`config.mk`:
```
export PLATFORM = sky130hd
export DESIGN_NAME = sdram_arb
export DESIGN_NICKNAME = d
export VERILOG_FILES = /design/src/rtl/sdram_arb.sv
export SDC_FILE = /design/constraint.sdc
export NUM_CORES = 1
export LEC_CHECK = 0
export BUFFER_PORTS_ARGS = -buffer_cell sky130_fd_sc_hd__buf_2
export CAP_MARGIN = 20
export CORE_UTILIZATION = 45
export CTS_CLUSTER_SIZE = 25
export DETAILED_ROUTE_END_ITERATION = 10
export GPL_ROUTABILITY_DRIVEN = 0
export PLACE_DENSITY_LB_ADDON = 0.05
export SYNTH_ARGS = -nofsm -noshare
export SYNTH_HDL_FRONTEND = slang
export SYNTH_SLANG_ARGS = --single-unit
```
`constraint.sdc`:
```
create_clock -name clk -period 2.81 [get_ports clk]
set_input_delay 0.562 -clock clk [delete_from_list [all_inputs] [get_ports clk]]
set_output_delay 0.562 -clock clk [all_outputs]
set_load 0.1 [all_outputs]
```
`src/rtl/sdram_arb.sv`:
```
// Purpose : slot arbiter sharing one SDRAM controller between the CPU and the
//           ROM/tape download path, with a guaranteed auto-refresh slot.
// Latency : a CPU request seen at a slot boundary is acked 7 clks after that
//           edge; worst case adds one download slot and one forced-idle slot.
// Backpressure: the CPU holds cpu_req until cpu_ack. The download path has a
//           one-deep latch; a strobe while it is full is dropped and flagged
//           on the sticky dl_err.
//
// Ports:
//   clk, reset   112 MHz memory clock, asynchronous active-high reset
//   clkref       14 MHz reference (synchronous to clk), aligns the 8-clk slot
//   cpu_*        level request / one-clk ack CPU port, 25-bit addr, 8-bit data
//   dl_*         one-clk write strobe download port, busy and sticky error
//   mem_*        command/data to the SDRAM controller, stable for a whole slot
module sdram_arb #(
    parameter int REFRESH_GAP = 7
) (
    input  logic        clk,
    input  logic        reset,
    input  logic        clkref,

    input  logic        cpu_req,
    input  logic        cpu_we,
    input  logic [24:0] cpu_addr,
    input  logic [7:0]  cpu_din,
    output logic [7:0]  cpu_dout,
    output logic        cpu_ack,

    input  logic        dl_wr,
    input  logic [24:0] dl_addr,
    input  logic [7:0]  dl_data,
    output logic        dl_busy,
    output logic        dl_err,

    output logic [24:0] mem_addr,
    output logic [7:0]  mem_din,
    output logic        mem_oe,
    output logic        mem_we,
    input  logic [7:0]  mem_dout
);

    // Wide enough to hold REFRESH_GAP itself (the counter never exceeds it).
    localparam int            CW  = $clog2(REFRESH_GAP + 2);
    localparam logic [CW-1:0] GAP = CW'(REFRESH_GAP);

    // What the current slot is doing. The *_DONE states keep the command on
    // the bus for the rest of the slot after the CPU has been acknowledged,
    // so a phase realignment that revisits ph==6 cannot ack twice.
    typedef enum logic [2:0] {
        S_IDLE    = 3'd0,
        S_DL      = 3'd1,
        S_RD      = 3'd2,
        S_RD_DONE = 3'd3,
        S_WR      = 3'd4,
        S_WR_DONE = 3'd5
    } slot_t;

    slot_t          state_q;
    slot_t          state_d;

    logic [2:0]     ph;
    logic           clkref_d;
    logic [CW-1:0]  busy_cnt;
    logic [24:0]    dl_addr_q;
    logic [7:0]     dl_data_q;

    logic           boundary;
    logic           force_idle;
    logic           grant_dl;
    logic           grant_cpu;
    logic           ack_now;

    // Slot boundary is the edge at which ph==7; every arbitration decision
    // and every mem_addr/mem_din update is confined to that edge.
    assign boundary   = (ph == 3'd7);
    assign force_idle = (busy_cnt == GAP);
    assign grant_dl   = boundary && !force_idle && dl_busy;
    assign grant_cpu  = boundary && !force_idle && !dl_busy && cpu_req;
    assign ack_now    = (ph == 3'd6) && ((state_q == S_RD) || (state_q == S_WR));

    // ------------------------------------------------------------------
    // Slot FSM: state register
    // ------------------------------------------------------------------
    always_ff @(posedge clk or posedge reset) begin
        if (reset) begin
            state_q <= S_IDLE;
        end else begin
            state_q <= state_d;
        end
    end

    // ------------------------------------------------------------------
    // Slot FSM: next state
    // ------------------------------------------------------------------
    always_comb begin
        state_d = state_q;
        if (boundary) begin
            // forced-idle > download > CPU > idle
            if (force_idle) begin
                state_d = S_IDLE;
            end else if (dl_busy) begin
                state_d = S_DL;
            end else if (cpu_req) begin
                state_d = cpu_we ? S_WR : S_RD;
            end else begin
                state_d = S_IDLE;
            end
        end else if (ph == 3'd6) begin
            if (state_q == S_RD) begin
                state_d = S_RD_DONE;
            end else if (state_q == S_WR) begin
                state_d = S_WR_DONE;
            end
        end
    end

    // ------------------------------------------------------------------
    // Slot FSM: outputs. Decoded straight from the state register so that
    // reset drops the command strobes immediately, mid-slot.
    // ------------------------------------------------------------------
    always_comb begin
        mem_oe = 1'b0;
        mem_we = 1'b0;
        case (state_q)
            S_RD, S_RD_DONE:       mem_oe = 1'b1;
            S_WR, S_WR_DONE, S_DL: mem_we = 1'b1;
            default: begin
                mem_oe = 1'b0;
                mem_we = 1'b0;
            end
        endcase
    end

    // ------------------------------------------------------------------
    // Phase tracking. A clkref rising edge forces ph to 6, which places
    // the boundary (ph==7 edge) two clks after the detected edge.
    // ------------------------------------------------------------------
    always_ff @(posedge clk or posedge reset) begin
        if (reset) begin
            clkref_d <= 1'b0;
            ph       <= 3'd0;
        end else begin
            clkref_d <= clkref;
            if (clkref && !clkref_d) begin
                ph <= 3'd6;
            end else begin
                ph <= ph + 3'd1;
            end
        end
    end

    // ------------------------------------------------------------------
    // Download latch. A strobe on a boundary edge is only latched here; the
    // grant logic looks at dl_busy from before the edge, so it waits for the
    // next boundary. A strobe while full is dropped and recorded.
    // ------------------------------------------------------------------
    always_ff @(posedge clk or posedge reset) begin
        if (reset) begin
            dl_busy   <= 1'b0;
            dl_err    <= 1'b0;
            dl_addr_q <= '0;
            dl_data_q <= '0;
        end else begin
            if (dl_wr && !dl_busy) begin
                dl_busy   <= 1'b1;
                dl_addr_q <= dl_addr;
                dl_data_q <= dl_data;
            end else if (grant_dl) begin
                dl_busy   <= 1'b0;
            end
            if (dl_wr && dl_busy) begin
                dl_err <= 1'b1;
            end
        end
    end

    // ------------------------------------------------------------------
    // Refresh guarantee: count back-to-back granted slots, force one idle
    // slot once REFRESH_GAP of them have run.
    // ------------------------------------------------------------------
    always_ff @(posedge clk or posedge reset) begin
        if (reset) begin
            busy_cnt <= '0;
        end else if (boundary) begin
            if (grant_dl || grant_cpu) begin
                busy_cnt <= busy_cnt + CW'(1);
            end else begin
                busy_cnt <= '0;
            end
        end
    end

    // ------------------------------------------------------------------
    // Address/data to the controller: loaded only on a granted boundary,
    // held through idle slots so the controller sees a quiet bus.
    // ------------------------------------------------------------------
    always_ff @(posedge clk or posedge reset) begin
        if (reset) begin
            mem_addr <= '0;
            mem_din  <= '0;
        end else if (grant_dl) begin
            mem_addr <= dl_addr_q;
            mem_din  <= dl_data_q;
        end else if (grant_cpu) begin
            mem_addr <= cpu_addr;
            mem_din  <= cpu_din;
        end
    end

    // ------------------------------------------------------------------
    // CPU completion: one-clk ack at the ph==6 edge of a CPU slot; read data
    // is captured at the same edge and held otherwise.
    // ------------------------------------------------------------------
    always_ff @(posedge clk or posedge reset) begin
        if (reset) begin
            cpu_ack  <= 1'b0;
            cpu_dout <= '0;
        end else begin
            cpu_ack <= ack_now;
            if (ack_now && (state_q == S_RD)) begin
                cpu_dout <= mem_dout;
            end
        end
    end

endmodule

```
==> impl_metrics.toml <==
[critical_path]
crit_path_end = "mem_addr[17]$_DFFE_PP0P_"
crit_start = "ph[1]$_DFF_PP0_"
critPathSlowestCell = "and3_1"
path_class = "flop to flop"
required_ns = 3.08
reg2reg_to = "mem_addr[17]$_DFFE_PP0P_"
cp-end-kind = "flop"
path_max_fanout = 19
start_kind = "flop"
reg2reg_slack_ns = 0.71
path_cells = "ha_1 > ha_1 > and3_1 > a221o_1"
reg2reg_depth = 4
cpMostUsedCell = "ha_1"
cp_slowest_stage_delay_ns = 0.79
cp.arrival_ns = 2.37
r2r_start = "ph[1]$_DFF_PP0_"

[placement]
dp.cells = 499
dp_hpwl_um = 5700
pre_cts_ws_ns = 0.7013
port_buffers = 125

[clock_network]
ctsHoldBuffers = 0
clk_latency_ns = 0.34
cts_tree = "built"
cts_root_buffer = "clkbuf_8"
numCtsBuffers = 9
cts.sinks = 88
clockBufferDepth = 2
cts_setup_buffers = 0
htreeDepth = 3
clk_pin_slew_worst_paths_ns = 0.08
post_cts_resized = 0

[timing]
finClkSkew_ns = 0.01415
worst_slew_pin_slew_ns = 0.8208
fin_ws_ns = 0.7076
rsz0062_at_grt = "false"
whs_ns = 0.3444
hold_viol_final = 0
max_freq_mhz = 475.7
slew_headroom_pct = 45.28
finalSetupViolations = 0
min_period_ns = 2.102
finalCritPeriodShare_pct = 74.82
finalSetupTns_ns = 0
slew_viol_final = 0

[global_routing]
track_usage_pct = 20.27
grt_pass1_wl_um = 13760
grt_max_degree = 89
overflow = 0
grt_pass1_vias = 2839
grt_antenna_before_repair = 0

[die]
die_h_um = 94.12
dieWidth_um = 94.12
rows = 33
core_mm2 = 0.008217
ios = 126
die-area_mm2 = 0.008859
initial_core_util_pct = 46.47

[routing]
route.vias.total = 2851
drt-initial-drc-count = 110
drc = 0
wl_per_cell_um = 16.81
wirelength_um = 8655
vias_per_cell = 5.536
ant_nets = 0
drtPass1Iterations = 4

[layout]
antenna_cells = 0
fin_nets = 489
drive_above_1_share_pct = 48.05
area_growth_pct = 25.66
regArea_mm2 = 0.002202
layout.cells.non_filler = 515
multi_input_area_mm2 = 0.001493
num-fill-cells = 719

[yosys]
synth_top_cell_area_share_pct = 57.67
syn-num-nets = 367
ys_ff_latch = 88
yosysWarnings = 0
ys_types = 35
netlist_area_mm2 = 0.003819
ys_seq_area_share_pct = 57.67
syn_inst = 283
synth_top_cell_by_area = "dfrtp_1"
synth_area_leaders = "dfrtp_1 (58%), mux2_2 (12%), a221o_1 (4.5%)"
avgSynthCellArea_um2 = 13.49

[run]
max_cap_violations = 0

[run_status]
outcome = "completed"

[min_path]
hold_path.class = "primary input to async pin"
## registers in the layout, summed over array words and instances (netlist names)
register and count:
busy_cnt 4, clkref_d 1, cpu_ack 1, cpu_dout 8, dl_addr_q 25, dl_busy 1
dl_data_q 8, dl_err 1, mem_addr 25, mem_din 8, ph 3, state_q 3
## worst max-delay path: cells and delay by family (launching register included)
kind | cells | cell delay (ns)
fa+ha+maj | 2 | 0.62
compound gates | 1 | 0.28
simple gates | 1 | 0.79
flops | 1 | 0.35
## cells by family (layout without fill, tap and decap cells)
group           after synthesis  after routing  share of synthesized area, %
compound gates               77             77                         17.86
xor+xnor                      1              1                        0.2294
fa+ha+maj                     4              4                         1.311
buf+inv                      28            155                         3.506
flops                        88             88                         57.67
mux                          42             42                         12.35
simple gates                 43             43                         7.077
## synth_stat cells
cell       number
and3_1          2
buf_6           1
nand2_1         4
o41ai_1         1
o21bai_1        1
ha_1            4
nand3b_4        1
nand3_1         1
buf_4           1
nor4_4          1
or2_2           1
nand4_1         1
inv_2           1
o2bb2ai_1      18
a221o_1        17
buf_2          14
o22ai_1         1
xnor2_1         1
clkbuf_1        6
nand2b_1        3
mux2i_1         1
buf_1           1
o21ai_0         2
mux2_2         41
dfrtp_1        88
nor3_1          2
nor2b_1         2
a2bb2oi_1       1
a22oi_1        16
nor2_1          6
a32o_1         17
inv_1           4
and2_1         18
a21o_1          3
nand3b_1        1
## worst min-delay path by stage
stage | to | slack, ns | startpoint
after global placement | dl_err$_DFFE_PP0P_ | 0.43 | dl_err$_DFFE_PP0P_
after global routing | clkref_d$_DFF_PP0_ | 0.33 | clkref
after floorplan | busy_cnt[3]$_DFFE_PP0N_ | 0.46 | busy_cnt[3]$_DFFE_PP0N_
after detailed placement | dl_err$_DFFE_PP0P_ | 0.44 | dl_err$_DFFE_PP0P_
final | dl_data_q[0]$_DFFE_PP0P_ | 0.34 | reset
after CTS | clkref_d$_DFF_PP0_ | 0.33 | clkref
## layout by cell type (no fill, tap or decap), types with 2 or more instances in the layout
cell,netlist,final
buf_2,14,125
dfrtp_1,88,88
mux2_2,41,41
o2bb2ai_1,18,18
and2_1,18,18
a32o_1,17,17
a221o_1,17,17
a22oi_1,16,16
clkbuf_8,0,11
buf_4,1,7
nor2_1,6,6
nand2_1,4,4
ha_1,4,4
inv_1,4,3
a21o_1,3,3
nand2b_1,3,3
and3_1,2,2
nor3_1,2,2
clkinvlp_4,0,2
o21ai_0,2,2
bufinv_16,0,2
buf_12,0,2
## final cells by class
class	instances	area share, %
sequential	88	45.89
multi-input combinational	167	31.11
clock buffer	12	3.233
clock inverter	4	1.591
inverter	5	0.4694
tap	105	2.738
timing repair buffer	134	14.97
## through the flow
step	cell area (um2)	utilization [%]
floorplan	3822	-
finish	4798	58.40
global placement	4567	55.58
CTS	4798	58.40
global route	4798	58.40
detailed placement	4567	55.58
## per-layer routing
layer	wire, um	share of wire (%)	up-vias	GRT usage [%]
met5	0	0	-	0
met4	79	0.91	0	7.564
met3	552	6.4	7	4.288
met2	3958	46	95	31.81
met1	4064	47	1423	27.56
li1	-	-	1326	-
Power is left out: the tool's default activity adds up to more than one toggle a clock period on the data nets, which glitch-free logic cannot reach.
